File: src/rtl/mdio_master_cfg_if.sv
// MDIO master bundle: host request/response plus the MDC/MDIO pins.
// master: the MDIO controller side; slave: host/PHY side (testbench).
interface mdio_master_cfg_if;
    logic        start_stb;
    logic [31:0] transaccion;
    logic        mdio_in;
    logic        mdc;
    logic        mdio_out;
    logic        mdio_oe;
    logic [15:0] rd_data;
    logic        data_rdy;
    logic        busy;
    logic        ta_err;

    modport master (
        input  start_stb, transaccion, mdio_in,
        output mdc, mdio_out, mdio_oe, rd_data, data_rdy, busy, ta_err
    );

    modport slave (
        output start_stb, transaccion, mdio_in,
        input  mdc, mdio_out, mdio_oe, rd_data, data_rdy, busy, ta_err
    );
endinterface

File: src/rtl/mdio_master_cfg.sv
// MDIO management master: preamble + 32-bit Clause 22/45 frame, MDC divider,
// read capture with turnaround check.
// Ports: clk, reset (async active-low), bus (mdio_master_cfg_if.master):
//   start_stb/transaccion request, mdio_in from PHY, mdc/mdio_out/mdio_oe pins,
//   rd_data/data_rdy/busy/ta_err status.
module mdio_master_cfg #(
    parameter int CLK_DIV      = 1,
    parameter int PREAMBLE_LEN = 32
) (
    input logic               clk,
    input logic               reset,
    mdio_master_cfg_if.master bus
);
    localparam int PW = $clog2(2 * CLK_DIV + 1);
    localparam logic [PW-1:0] PH_HALF  = PW'(CLK_DIV);
    localparam logic [PW-1:0] PH_LAST  = PW'(2 * CLK_DIV - 1);
    localparam logic [5:0]    PRE_LAST = 6'(PREAMBLE_LEN - 1);

    typedef enum logic [2:0] {
        S_IDLE,
        S_PRE,
        S_HDR,
        S_TA,
        S_DATA,
        S_DONE
    } state_t;

    state_t      r_state;
    state_t      w_state_nx;
    logic [PW-1:0] r_ph;
    logic [5:0]  r_bit;
    logic [31:0] r_sh;
    logic        r_rd;
    logic        r_terr;
    logic [15:0] r_cap;
    logic [15:0] r_rd_data;
    logic        r_ta_err;

    logic        w_in_bit;
    logic        w_bit_end;
    logic        w_sample;
    logic        w_mdc;
    logic        w_out;
    logic        w_oe;
    logic        w_is_rd;
    logic [15:0] w_cap_nx;

    always_comb begin
        w_state_nx = r_state;
        w_in_bit   = (r_state == S_PRE) || (r_state == S_HDR) ||
                     (r_state == S_TA)  || (r_state == S_DATA);
        w_bit_end  = w_in_bit && (r_ph == PH_LAST);
        // mdio_in is taken in the cycle where MDC rises
        w_sample   = w_in_bit && (r_ph == PH_HALF);
        w_mdc      = w_in_bit && (r_ph >= PH_HALF);
        w_out      = 1'b0;
        w_oe       = 1'b0;
        w_cap_nx   = r_cap;
        w_is_rd    = (bus.transaccion[31:30] == 2'b01 &&
                      bus.transaccion[29:28] == 2'b10) ||
                     (bus.transaccion[31:30] == 2'b00 &&
                      bus.transaccion[29]);
        unique case (r_state)
            S_IDLE: begin
                if (bus.start_stb)
                    w_state_nx = (PREAMBLE_LEN == 0) ? S_HDR : S_PRE;
            end
            S_PRE: begin
                w_out = 1'b1;
                w_oe  = 1'b1;
                if (w_bit_end && r_bit == PRE_LAST)
                    w_state_nx = S_HDR;
            end
            S_HDR: begin
                w_out = r_sh[31];
                w_oe  = 1'b1;
                if (w_bit_end && r_bit == 6'd13)
                    w_state_nx = S_TA;
            end
            S_TA: begin
                // reads release the line for the PHY from TA onward
                w_out = r_sh[31] & ~r_rd;
                w_oe  = ~r_rd;
                if (w_bit_end && r_bit == 6'd15)
                    w_state_nx = S_DATA;
            end
            S_DATA: begin
                w_out = r_sh[31] & ~r_rd;
                w_oe  = ~r_rd;
                if (w_sample && r_rd)
                    w_cap_nx = {r_cap[14:0], bus.mdio_in};
                if (w_bit_end && r_bit == 6'd31)
                    w_state_nx = S_DONE;
            end
            S_DONE: begin
                w_state_nx = S_IDLE;
            end
            default: begin
                w_state_nx = S_IDLE;
            end
        endcase
    end

    always_ff @(posedge clk or negedge reset) begin
        if (!reset) begin
            r_state   <= S_IDLE;
            r_ph      <= '0;
            r_bit     <= '0;
            r_sh      <= '0;
            r_rd      <= 1'b0;
            r_terr    <= 1'b0;
            r_cap     <= '0;
            r_rd_data <= '0;
            r_ta_err  <= 1'b0;
        end else begin
            r_state <= w_state_nx;
            r_cap   <= w_cap_nx;
            if (r_state == S_IDLE) begin
                r_ph  <= '0;
                r_bit <= '0;
                if (bus.start_stb) begin
                    r_sh   <= bus.transaccion;
                    r_rd   <= w_is_rd;
                    r_terr <= 1'b0;
                end
            end else if (w_in_bit) begin
                if (w_bit_end) begin
                    r_ph <= '0;
                    // frame bit index runs 0..31 across HDR/TA/DATA
                    if (r_state == S_PRE && w_state_nx == S_HDR)
                        r_bit <= '0;
                    else
                        r_bit <= r_bit + 6'd1;
                    if (r_state != S_PRE)
                        r_sh <= {r_sh[30:0], 1'b0};
                end else begin
                    r_ph <= r_ph + 1'b1;
                end
                if (r_state == S_TA && r_bit == 6'd15 &&
                    w_sample && r_rd && bus.mdio_in)
                    r_terr <= 1'b1;
                // status is valid during the data_rdy cycle
                if (r_state == S_DATA && w_state_nx == S_DONE && r_rd) begin
                    if (r_terr) begin
                        r_ta_err <= 1'b1;
                    end else begin
                        r_rd_data <= w_cap_nx;
                        r_ta_err  <= 1'b0;
                    end
                end
            end
        end
    end

    assign bus.mdc      = w_mdc;
    assign bus.mdio_out = w_out;
    assign bus.mdio_oe  = w_oe;
    assign bus.busy     = w_in_bit;
    assign bus.data_rdy = (r_state == S_DONE);
    assign bus.rd_data  = r_rd_data;
    assign bus.ta_err   = r_ta_err;
endmodule

File: src/flat_wrapper.sv
// flat-port wrapper written by rule: the top's interface ports become plain ports
module mdio_master_cfg_flat 
#(
    parameter int CLK_DIV      = 1,
    parameter int PREAMBLE_LEN = 32
)
  (clk, reset, bus_start_stb, bus_transaccion, bus_mdio_in, bus_mdc, bus_mdio_out, bus_mdio_oe, bus_rd_data, bus_data_rdy, bus_busy, bus_ta_err);
  mdio_master_cfg_if bus_i ();
  input logic clk;
  input logic reset;
  input wire logic [$bits(bus_i.start_stb)-1:0] bus_start_stb;
  input wire logic [$bits(bus_i.transaccion)-1:0] bus_transaccion;
  input wire logic [$bits(bus_i.mdio_in)-1:0] bus_mdio_in;
  output wire logic [$bits(bus_i.mdc)-1:0] bus_mdc;
  output wire logic [$bits(bus_i.mdio_out)-1:0] bus_mdio_out;
  output wire logic [$bits(bus_i.mdio_oe)-1:0] bus_mdio_oe;
  output wire logic [$bits(bus_i.rd_data)-1:0] bus_rd_data;
  output wire logic [$bits(bus_i.data_rdy)-1:0] bus_data_rdy;
  output wire logic [$bits(bus_i.busy)-1:0] bus_busy;
  output wire logic [$bits(bus_i.ta_err)-1:0] bus_ta_err;
  assign bus_i.start_stb = bus_start_stb;
  assign bus_i.transaccion = bus_transaccion;
  assign bus_i.mdio_in = bus_mdio_in;
  assign bus_mdc = bus_i.mdc;
  assign bus_mdio_out = bus_i.mdio_out;
  assign bus_mdio_oe = bus_i.mdio_oe;
  assign bus_rd_data = bus_i.rd_data;
  assign bus_data_rdy = bus_i.data_rdy;
  assign bus_busy = bus_i.busy;
  assign bus_ta_err = bus_i.ta_err;
  mdio_master_cfg #(.CLK_DIV(CLK_DIV), .PREAMBLE_LEN(PREAMBLE_LEN)) u_core (.clk(clk), .reset(reset), .bus(bus_i));
endmodule
File: config.mk
export PLATFORM = sky130hd
export DESIGN_NAME = mdio_master_cfg_flat
export DESIGN_NICKNAME = d
export VERILOG_FILES = /design/src/rtl/mdio_master_cfg_if.sv /design/src/rtl/mdio_master_cfg.sv /design/src/flat_wrapper.sv
export SDC_FILE = /design/constraint.sdc
export NUM_CORES = 1
export LEC_CHECK = 0
export ABC_CLOCK_PERIOD_IN_PS = 4300
export CAP_MARGIN = 20
export CORE_ASPECT_RATIO = 1.2
export CORE_MARGIN = 3
export CORE_UTILIZATION = 30
export DETAILED_ROUTE_END_ITERATION = 10
export PLACE_DENSITY_LB_ADDON = 0.12
export SETUP_SLACK_MARGIN = 0.5
export SYNTH_ARGS = -nofsm -noshare
export SYNTH_HDL_FRONTEND = slang
export SYNTH_SLANG_ARGS = --single-unit
export TNS_END_PERCENT = 100
File: constraint.sdc
create_clock -name clk -period 4.3 [get_ports clk]
set_input_delay 0.86 -clock clk [delete_from_list [all_inputs] [get_ports clk]]
set_output_delay 0.86 -clock clk [all_outputs]
set_load 0.005 [all_outputs]
==> results.py, run 1 <==
metrics = {
    "synth": {
        "synth_ff_type": "dfrtp_1",
        "synth_top_area_share_pct": 55.8,
        "yosysUniqueCellTypes": 40,
        "ys_top_cells_by_count": "78 x dfrtp_1, 71 x nand2_1, 38 x nor2_1",
        "async_reset_ff_share_pct": 100,
        "synth_seq_cells": 78,
        "synth_edf_count": 0,
        "synth_area_leader_cell": "dfrtp_1",
        "synthTopCellsByArea": "dfrtp_1 56%, nand2_1 7.6%, mux2_2 7.1%, a31oi_1 5.5%, nor2_1 4.1%",
        "synth_nets": 375,
        "ys_seq_area_share_pct": 55.8,
        "syn-cell-area_um2": 3500,
        "yosysMostFrequentCell": "dfrtp_1",
        "syn_inst": 337,
        "ys_warn_count": 0,
        "syn_avg_cell_area_um2": 10.4,
    },
    "placed_design": {
        "post_dp_cell_area_um2": 4220,
        "numPortBuffers": 57,
        "dp_hpwl_um": 4890,
        "gp_congestion": 0.763,
    },
    "sta": {
        "final_hold_viol_count": 0,
        "clock_skew_ns": 0.00358,
        "finalSetupTns_ns": 0,
        "fmax_ghz": 0.330,
        "setup_viol": 0,
        "tightest_slew_ns": 0.880,
        "rsz0062_at_grt": "no",
        "finalCritPeriodShare_pct": 70.5,
        "finalCriticalPeriod_ns": 3.03,
        "max-slew-margin-rel_pct": 41.0,
        "slew_violations": 0,
    },
    "detailed_routing": {
        "initialDrtViolationCount": 104,
        "drc_errors": 0,
        "antenna_left": 0,
        "wl_um": 7170,
        "routed_via_density": 4.60,
        "dr.pass1.iters": 4,
        "vias": 2537,
        "routedWlPerCell_um": 13.0,
    },
    "power_and_ir_drop": {
        "intPower_mw": 1.21,
        "sequentialPowerShare_pct": 47.9,
        "vdd_drop_max_v": 0.000157,
        "switchingPower_mw": 0.320,
        "power_density_nw_per_um2": 338,
        "p_comb_share_pct": 3.4,
        "clock_power_share_pct": 48.7,
        "leakage_nw": 2.07,
        "p_sw_share_pct": 20.9,
    },
    "global_route": {
        "track_usage_pct": 12.0,
        "antenna_found_initial": 0,
        "grt_pass1_wl_um": 12600,
        "grt_overflow": 0,
        "grt_max_degree": 79,
        "grt_pass1_vias": 2640,
    },
    "floorplanning": {
        "die_w_um": 105,
        "fp.dieH_um": 124,
        "start_util_pct": 31.3,
        "num_rows": 42,
        "dieArea_um2": 13000,
        "coreArea_um2": 11200,
        "num_io_pins": 58,
    },
    "final_layout": {
        "final_nets": 430,
        "drive_gt1_share_pct": 13.6,
        "fin_util_pct": 40.6,
        "stdcell_area_um2": 4540,
        "area_delta_synth_final_pct": 29.9,
        "n_antenna_cell": 0,
    },
    "worst_setup_path": {
        "crit_fanout": 15,
        "start_kind": "flop",
        "worstSetupPathType": "flop to output pin",
        "cp_slowest_stage_delay_ns": 0.56,
        "cp_slowest_cell": "clkdlybuf4s50_1",
        "crit_required_ns": 3.44,
        "cp.arrival_ns": 2.17,
        "end_kind": "output pin",
        "path_cells": "nor2_1 > nand2_1 > o21ai_0 > clkdlybuf4s50_1",
    },
    "cts": {
        "ctsHtreeMaxLevel": 3,
        "cts_sinks": 78,
        "cts_tree": "done",
        "cts_root_buf": "clkbuf_16",
        "cts_setup_buffers": 0,
        "post_cts_resized": 0,
        "postCtsHoldBufs": 0,
        "cts_buffer_depth": 2,
        "clock_latency_ns": 0.33,
        "clk_pin_slew_worst_paths_ns": 0.06,
        "cts_buffers": 9,
    },
    "flow_run": {
        "cap_violations": 0,
    },
    "run_status": {
        "status": "finished, final reports clean",
    },
    "hold_path": {
        "min_path_type": "input port to async pin",
    },
}
==> cells by family after synthesis <==
| family | Yosys count | synth area share, % |
|---|---|---|
| adder cells (fa/ha/maj) | 3 | 1.00 |
| multiplexers | 37 | 11.8 |
| buffers and inverters | 24 | 2.97 |
| XOR/XNOR | 1 | 0.250 |
| AO/OA/AOI/OAI | 55 | 10.8 |
| flip-flops | 78 | 55.8 |
| AND/OR/NAND/NOR | 139 | 17.4 |
==> path summary, 6_finish.rpt <==
path	start	end	slack, ns	cells after the start
min in group clk	u_core.bus.rd_data[4]	u_core.bus.rd_data[4]	0.49	1
setup / recovery	u_core.r_state[1]	bus_mdio_out	1.27	4
hold / removal	reset	u_core.bus.rd_data[10]	0.45	1
setup reg to reg	u_core.r_state[1]	u_core.bus.rd_data[7]	1.66	5
max in group asynchronous	reset	u_core.r_sh[13]	3.27	2
hold reg to reg	u_core.bus.rd_data[4]	u_core.bus.rd_data[4]	0.49	1
==> stage by stage <==
| step | instances | worst slack [ns] | total power, mW | hold WS, ns |
|---|---|---|---|---|
| after CTS | 550 | 1.29 | 1.55 | 0.495 |
| after floorplan | 337 | 2.15 | 0.750 | 0.465 |
| after global routing | 551 | 1.08 | 1.60 | 0.481 |
| after global placement | 534 | 1.41 | 0.799 | 0.474 |
| after detailed placement | 534 | 1.40 | 0.799 | 0.482 |
| final | 551 | 1.27 | 1.53 | 0.453 |
==> cell type report <==
class                      instances  area (um^2)
sequential                        78         1950
timing repair buffer              62          626
clock buffer                      10          229
tap                              154          193
multi-input combinational        235         1460
inverter                           6         22.5
clock inverter                     6         62.6
fill                            1131         6650
==> state kept, by name, summed over array words and instances (netlist names) <==
signal              count
u_core.r_sh            32
u_core.bus.ta_err       1
u_core.r_ph             2
u_core.bus.rd_data     16
u_core.r_rd             1
u_core.r_terr           1
u_core.r_bit            6
u_core.r_cap           16
u_core.r_state          3
==> layout by cell type, fill, tap and decap left out, drive strengths merged, types with 6 or more instances in the layout <==
master,count
dfrtp,78
nand2,72
clkdlybuf4s50,56
nor2,38
mux2,33
a31oi,32
o21ai,11
clkbuf,10
nand3,7
inv,6
buf,6
==> metal layers <==
layer  part of all wire (%)  up-vias  track usage [%]
met4                    1.8        0             5.33
met2                     45       51             18.7
met3                    6.0        7             3.78
met1                     48     1213             15.2
li1                       -     1266                -
met5                      0        -                0
==> critical path, delay by kind of cell, from the launching register on <==
family | cells | cell delay, ns
simple gates | 2 | 0.45
compound gates | 1 | 0.29
flops | 1 | 0.53
buf+inv | 1 | 0.56
==> power by group through the flow <==
stage / Combinational, mW / Sequential (mW) / Clock (mW)
3_3_place_gp: 0.0508 / 0.748 / 0
6_report: 0.0515 / 0.735 / 0.747
3_5_place_dp: 0.0504 / 0.748 / 0
2_1_floorplan: 0.00164 / 0.748 / 0
4_1_cts: 0.0507 / 0.735 / 0.768
5_1_grt: 0.0575 / 0.734 / 0.806
Power figures use the tool's default switching activity.
==> run 2, diff against run 1 <==
--- a/config.mk
+++ b/config.mk
@@ -5,7 +5,7 @@
 export SDC_FILE = /design/constraint.sdc
 export NUM_CORES = 1
 export LEC_CHECK = 0
-export ABC_CLOCK_PERIOD_IN_PS = 4300
+export ABC_CLOCK_PERIOD_IN_PS = 2600
 export CAP_MARGIN = 20
 export CORE_ASPECT_RATIO = 1.2
 export CORE_MARGIN = 3
==> constraint.sdc (replaced) <==
create_clock -name clk -period 2.6 [get_ports clk]
set_input_delay 0.52 -clock clk [delete_from_list [all_inputs] [get_ports clk]]
set_output_delay 0.52 -clock clk [all_outputs]
set_load 0.005 [all_outputs]
==> results.py, run 2 (same netlist as run 1, synthesis figures left out) <==
metrics = {
    "run_status": {
        "status": "finished, final reports clean",
    },
    "final_layout": {
        "fin_cells": 568,
        "final_nets": 449,
        "num-fill-cells": 1116,
        "area_delta_synth_final_pct": 37.1,
        "layout_commonest_cell": "dfrtp_1",
        "largest_reg_flops": 32,
        "drive_gt1_share_pct": 20.8,
        "fin_util_pct": 42.9,
        "top_register": "u_core.r_sh",
        "final_cell_mix": "74 x dfrtp_1, 70 x nand2_1, 52 x clkdlybuf4s50_1",
        "stdcell_area_um2": 4800,
        "n_antenna_cell": 0,
    },
    "global_route": {
        "grt_pass1_wl_um": 13000,
        "antenna_found_initial": 0,
        "grt_pass1_vias": 2685,
        "grt_max_degree": 71,
        "globalRouteMet1Util_pct": 15.8,
        "busiest_layer": "met2",
        "globalRouteMet2Util_pct": 19.1,
        "use_met3_pct": 4.30,
        "grt_overflow": 0,
        "track_usage_pct": 12.3,
    },
    "sta": {
        "finalCriticalPeriod_ns": 2.29,
        "clock_skew_ns": 0.00734,
        "setup_viol": 0,
        "finalSetupTns_ns": 0,
        "rsz0062_at_grt": "yes",
        "tightest_slew_ns": 0.433,
        "finalCritPeriodShare_pct": 88.2,
        "fmax_ghz": 0.436,
        "max-slew-margin-rel_pct": 71.1,
        "slew_violations": 0,
        "fin_hold_ws_ns": 0.488,
        "final_hold_viol_count": 0,
    },
    "worst_setup_path": {
        "cp.buffers_inverters": 2,
        "cp_slowest_cell": "clkdlybuf4s50_1",
        "worstSetupPathType": "flop to output pin",
        "crit_fanout": 6,
        "r2r_end": "u_core.bus.rd_data[1]",
        "worst-path-stages": 5,
        "crit_family": "buffers and inverters",
        "start_kind": "flop",
        "ff2ff_path_depth": 8,
        "crit_required_ns": 2.08,
        "cp.arrival_ns": 1.77,
        "worst_r2r_startpoint": "u_core.r_state[1]",
        "path_cells": "buf_4 > nand3_1 > o21ai_0 > o22ai_1 > clkdlybuf4s50_1",
        "end_kind": "output pin",
        "cp_slowest_stage_delay_ns": 0.55,
        "regToRegSetupSlack_ns": 0.37,
    },
    "hold_path": {
        "min_path_type": "flop to flop",
        "hp-start": "u_core.bus.rd_data[12]",
        "worstHoldPathCells": 1,
        "holdPathEnd": "u_core.bus.rd_data[12]",
    },
    "power_and_ir_drop": {
        "vdd_drop_max_v": 0.000278,
        "leakage_nw": 2.20,
        "power_density_nw_per_um2": 544,
    },
    "detailed_routing": {
        "wl_um": 7680,
        "drc_errors": 0,
        "dr.pass1.iters": 4,
        "vias": 2620,
        "routedWlPerCell_um": 13.5,
        "initialDrtViolationCount": 150,
        "antenna_left": 0,
        "routed_via_density": 4.61,
    },
    "placed_design": {
        "numPortBuffers": 57,
        "post_dp_cell_area_um2": 4310,
        "dpl.cell_count": 541,
        "dp_hpwl_um": 5090,
        "gp_congestion": 0.731,
    },
    "cts": {
        "ctsHtreeMaxLevel": 3,
        "cts_tree": "done",
        "cts_buffers": 9,
        "clock_latency_ns": 0.33,
        "cts_buffer_depth": 2,
        "cts_root_buf": "clkbuf_16",
        "clk_pin_slew_worst_paths_ns": 0.05,
        "cts_sinks": 78,
    },
    "floorplanning": {
        "die_w_um": 105,
        "start_util_pct": 31.3,
        "coreArea_um2": 11200,
        "dieArea_um2": 13000,
        "num_io_pins": 58,
        "fp.dieH_um": 124,
        "num_rows": 42,
    },
    "flow_run": {
        "cap_violations": 0,
    },
}
==> run 2: timing repair <==
item | in CTS | in global routing
cloned | 1 | 0
resized for setup | 23 | 13
pin swaps | 3 | 1
hold buffers | 1 | 0
setup endpoints to repair | 21 | 22
buffers inserted | 7 | 4
hold endpoints to repair | 8 | 0
==> run 2: worst reg2reg max path, delay by kind of cell (launching register included) <==
kind                   cells  cell delay, ns
AOI/OAI and AO/OA          2            0.43
DFF                        1            0.44
buffers and inverters      3            0.42
and+or+nand+nor            2            0.50
muxes                      1            0.31
==> run 2: how the worst max path moves through the flow <==
stage / start / end
4_1_cts: u_core.r_state[1] / bus_mdc
3_3_place_gp: u_core.r_state[0] / u_core.bus.rd_data[8]
2_1_floorplan: u_core.r_state[1] / u_core.bus.rd_data[0]
6_report: u_core.r_state[0] / bus_mdio_oe
5_1_grt: u_core.r_state[0] / bus_mdio_oe
3_5_place_dp: u_core.r_state[0] / u_core.bus.rd_data[9]
==> run 2: stage by stage <==
| stage | total power [mW] | setup slack (ns) |
|---|---|---|
| 3_3_place_gp | 1.32 | 0.329 |
| 3_5_place_dp | 1.32 | 0.270 |
| 2_1_floorplan | 1.24 | 0.503 |
| 6_report | 2.61 | 0.308 |
| 5_1_grt | 2.70 | 0.204 |
| 4_1_cts | 2.64 | 0.266 |
==> run 2: area by class of cell <==
type,instances,area (um^2),share of cell area (%)
Sequential cell,78,1960,40.8
Inverter,6,22.5,0.469
Clock inverter,4,73.8,1.54
Tap cell,154,193,4.02
Multi-Input combinational cell,235,1520,31.7
Timing Repair Buffer,81,800,16.7
Clock buffer,10,229,4.77
==> run 2: layer usage <==
metal,vias to the layer above,wire length (um)
li1,1313,-
met1,1252,3550
met2,49,3650
met3,6,390
met4,0,86
met5,-,0
==> run 2: power by group <==
group | switching, mW | total (mW) | internal, mW
Clock | 0.477 | 1.31 | 0.830
Combinational | 0.0345 | 0.0858 | 0.0514
Sequential | 0.000336 | 1.22 | 1.21
==> run 3, diff against run 2 <==
--- a/config.mk
+++ b/config.mk
@@ -5,14 +5,13 @@
 export SDC_FILE = /design/constraint.sdc
 export NUM_CORES = 1
 export LEC_CHECK = 0
-export ABC_CLOCK_PERIOD_IN_PS = 2600
+export ABC_CLOCK_PERIOD_IN_PS = 2350
 export CAP_MARGIN = 20
 export CORE_ASPECT_RATIO = 1.2
 export CORE_MARGIN = 3
 export CORE_UTILIZATION = 30
 export DETAILED_ROUTE_END_ITERATION = 10
-export PLACE_DENSITY_LB_ADDON = 0.12
-export SETUP_SLACK_MARGIN = 0.5
+export SETUP_SLACK_MARGIN = 0.15
 export SYNTH_ARGS = -nofsm -noshare
 export SYNTH_HDL_FRONTEND = slang
 export SYNTH_SLANG_ARGS = --single-unit
==> constraint.sdc (replaced) <==
create_clock -name clk -period 2.35 [get_ports clk]
set_input_delay 0.47 -clock clk [delete_from_list [all_inputs] [get_ports clk]]
set_output_delay 0.47 -clock clk [all_outputs]
set_load 0.005 [all_outputs]
==> results.py, run 3 (same netlist as run 1, synthesis figures left out) <==
metrics = {
    "global_route": {
        "antenna_found_initial": 0,
        "grt_pass1_wl_um": 13000,
        "grt_max_degree": 65,
        "track_usage_pct": 12.2,
        "grt_overflow": 0,
        "grt_pass1_vias": 2691,
    },
    "final_layout": {
        "fin_util_pct": 42.5,
        "final_nets": 447,
        "n_antenna_cell": 0,
        "drive_gt1_share_pct": 20.1,
        "area_delta_synth_final_pct": 35.8,
        "top_register": "u_core.r_sh",
        "largest_reg_flops": 32,
        "layout_commonest_cell": "dfrtp_1",
        "final_cell_mix": "75 x dfrtp_1, 69 x nand2_1, 52 x clkdlybuf4s50_1",
    },
    "worst_setup_path": {
        "worstSetupPathType": "flop to output pin",
        "worst-path-stages": 4,
        "worst_r2r_startpoint": "u_core.r_state[0]",
        "crit_required_ns": 1.88,
        "cp_slowest_cell": "dfrtp_2",
        "end_kind": "output pin",
        "start_kind": "flop",
        "ff2ff_path_depth": 7,
        "r2r_end": "u_core.bus.rd_data[11]",
        "cp_slowest_stage_delay_ns": 0.46,
        "crit_family": "simple AND/OR/NAND/NOR gates",
        "cp.arrival_ns": 1.80,
        "cp.buffers_inverters": 1,
        "regToRegSetupSlack_ns": 0.20,
        "crit_fanout": 5,
        "path_cells": "or3_4 > nand2_2 > nor2_1 > clkdlybuf4s50_1",
    },
    "floorplanning": {
        "num_rows": 42,
        "num_io_pins": 58,
        "fp.dieH_um": 124,
        "dieArea_um2": 13000,
        "die_w_um": 105,
        "start_util_pct": 31.3,
        "coreArea_um2": 11200,
    },
    "placed_design": {
        "gp_congestion": 0.843,
        "numPortBuffers": 57,
        "dp_hpwl_um": 5160,
        "place_ws_ns": 0.172,
    },
    "detailed_routing": {
        "routedWlPerCell_um": 13.6,
        "wl_um": 7690,
        "initialDrtViolationCount": 194,
        "drc_errors": 0,
        "vias": 2712,
        "routed_via_density": 4.78,
        "antenna_left": 0,
        "dr.pass1.iters": 4,
    },
    "cts": {
        "cts_tree": "done",
        "clock_latency_ns": 0.33,
        "cts_root_buf": "clkbuf_16",
        "cts_buffer_depth": 2,
        "cts_buffers": 9,
        "ctsHtreeMaxLevel": 3,
        "cts_sinks": 78,
        "clk_pin_slew_worst_paths_ns": 0.06,
        "postCtsHoldBufs": 0,
    },
    "sta": {
        "fmax_ghz": 0.441,
        "setup_viol": 0,
        "finalCritPeriodShare_pct": 96.6,
        "final_hold_viol_count": 0,
        "finalCriticalPeriod_ns": 2.27,
        "tightest_slew_ns": 0.414,
        "finalSetupTns_ns": 0,
        "setup_ws_ns": 0.0800,
        "fin_hold_ws_ns": 0.0718,
        "clock_skew_ns": 0.00813,
        "rsz0062_at_grt": "yes",
        "slew_violations": 0,
        "max-slew-margin-rel_pct": 72.4,
    },
    "power_and_ir_drop": {
        "clock_power_share_pct": 47.1,
        "vdd_drop_max_v": 0.000346,
        "switchingPower_mw": 0.553,
        "p_comb_share_pct": 3.4,
        "p_sw_share_pct": 20.3,
        "sequentialPowerShare_pct": 49.4,
        "leakage_nw": 2.18,
        "power_density_nw_per_um2": 572,
        "intPower_mw": 2.17,
        "finalPower_mw": 2.72,
    },
    "run_status": {
        "status": "finished, final reports clean",
    },
    "flow_run": {
        "cap_violations": 0,
    },
    "hold_path": {
        "min_path_type": "input port to async pin",
    },
}
==> run 3: changes by cell type in the layout (fill, tap and decap cells not counted), moves of 2 or more <==
| cell | change |
|---|---|
| buf_12 | +3 |
| bufinv_16 | -2 |
| o21ai_2 | +2 |
| buf_6 | -5 |
| dlygate4sd2_1 | +3 |
| clkbuf_8 | +2 |
==> run 3: routing by layer <==
layer	share of wire [%]	up-vias	GRT usage, %
met5	0	-	0
met4	2.6	0	5.87
met3	4.5	16	2.64
met2	48	66	18.9
met1	45	1326	16.2
li1	-	1304	-
==> run 3: per-stage QoR <==
step | std cells | area, um^2
5_1_grt | 567 | 4750
3_3_place_gp | 541 | 4310
6_report | 567 | 4750
2_1_floorplan | 337 | 3500
4_1_cts | 561 | 4660
3_5_place_dp | 541 | 4310
==> run 3: cell type report <==
cell class              instances  area (um^2)
well taps                     154          193
flip-flops and latches         78         1960
clock buffers                  12          256
fillers                      1075         6440
multi-input cells             235         1530
clock inverters                 3         18.8
repair buffers                 79          778
inverters                       6         22.5
==> run 3: power by group through the flow <==
| stage | Combinational [mW] | Sequential, mW | Clock [mW] |
|---|---|---|---|
| 6_report | 0.0934 | 1.34 | 1.28 |
| 5_1_grt | 0.104 | 1.34 | 1.38 |
| 4_1_cts | 0.0962 | 1.34 | 1.32 |
| 3_5_place_dp | 0.0961 | 1.37 | 0 |
| 3_3_place_gp | 0.0954 | 1.37 | 0 |
| 2_1_floorplan | 0.00301 | 1.37 | 0 |
==> run 3: worst max-delay path by stage <==
stage,from,endpoint
final,u_core.r_state[0],bus_mdc
after global routing,u_core.r_state[0],bus_mdc
after CTS,u_core.r_state[1],bus_mdc
after detailed placement,u_core.r_state[1],bus_mdio_out
after global placement,u_core.r_state[1],bus_mdio_out
after floorplan,u_core.r_bit[0],u_core.bus.rd_data[0]
==> run 3: repair_timing <==
item                                    4_1_cts  5_1_grt
resized for setup                            11       13
endpoints found under the setup margin        5       20
pin swaps                                     0        6
buffers inserted                              5        6
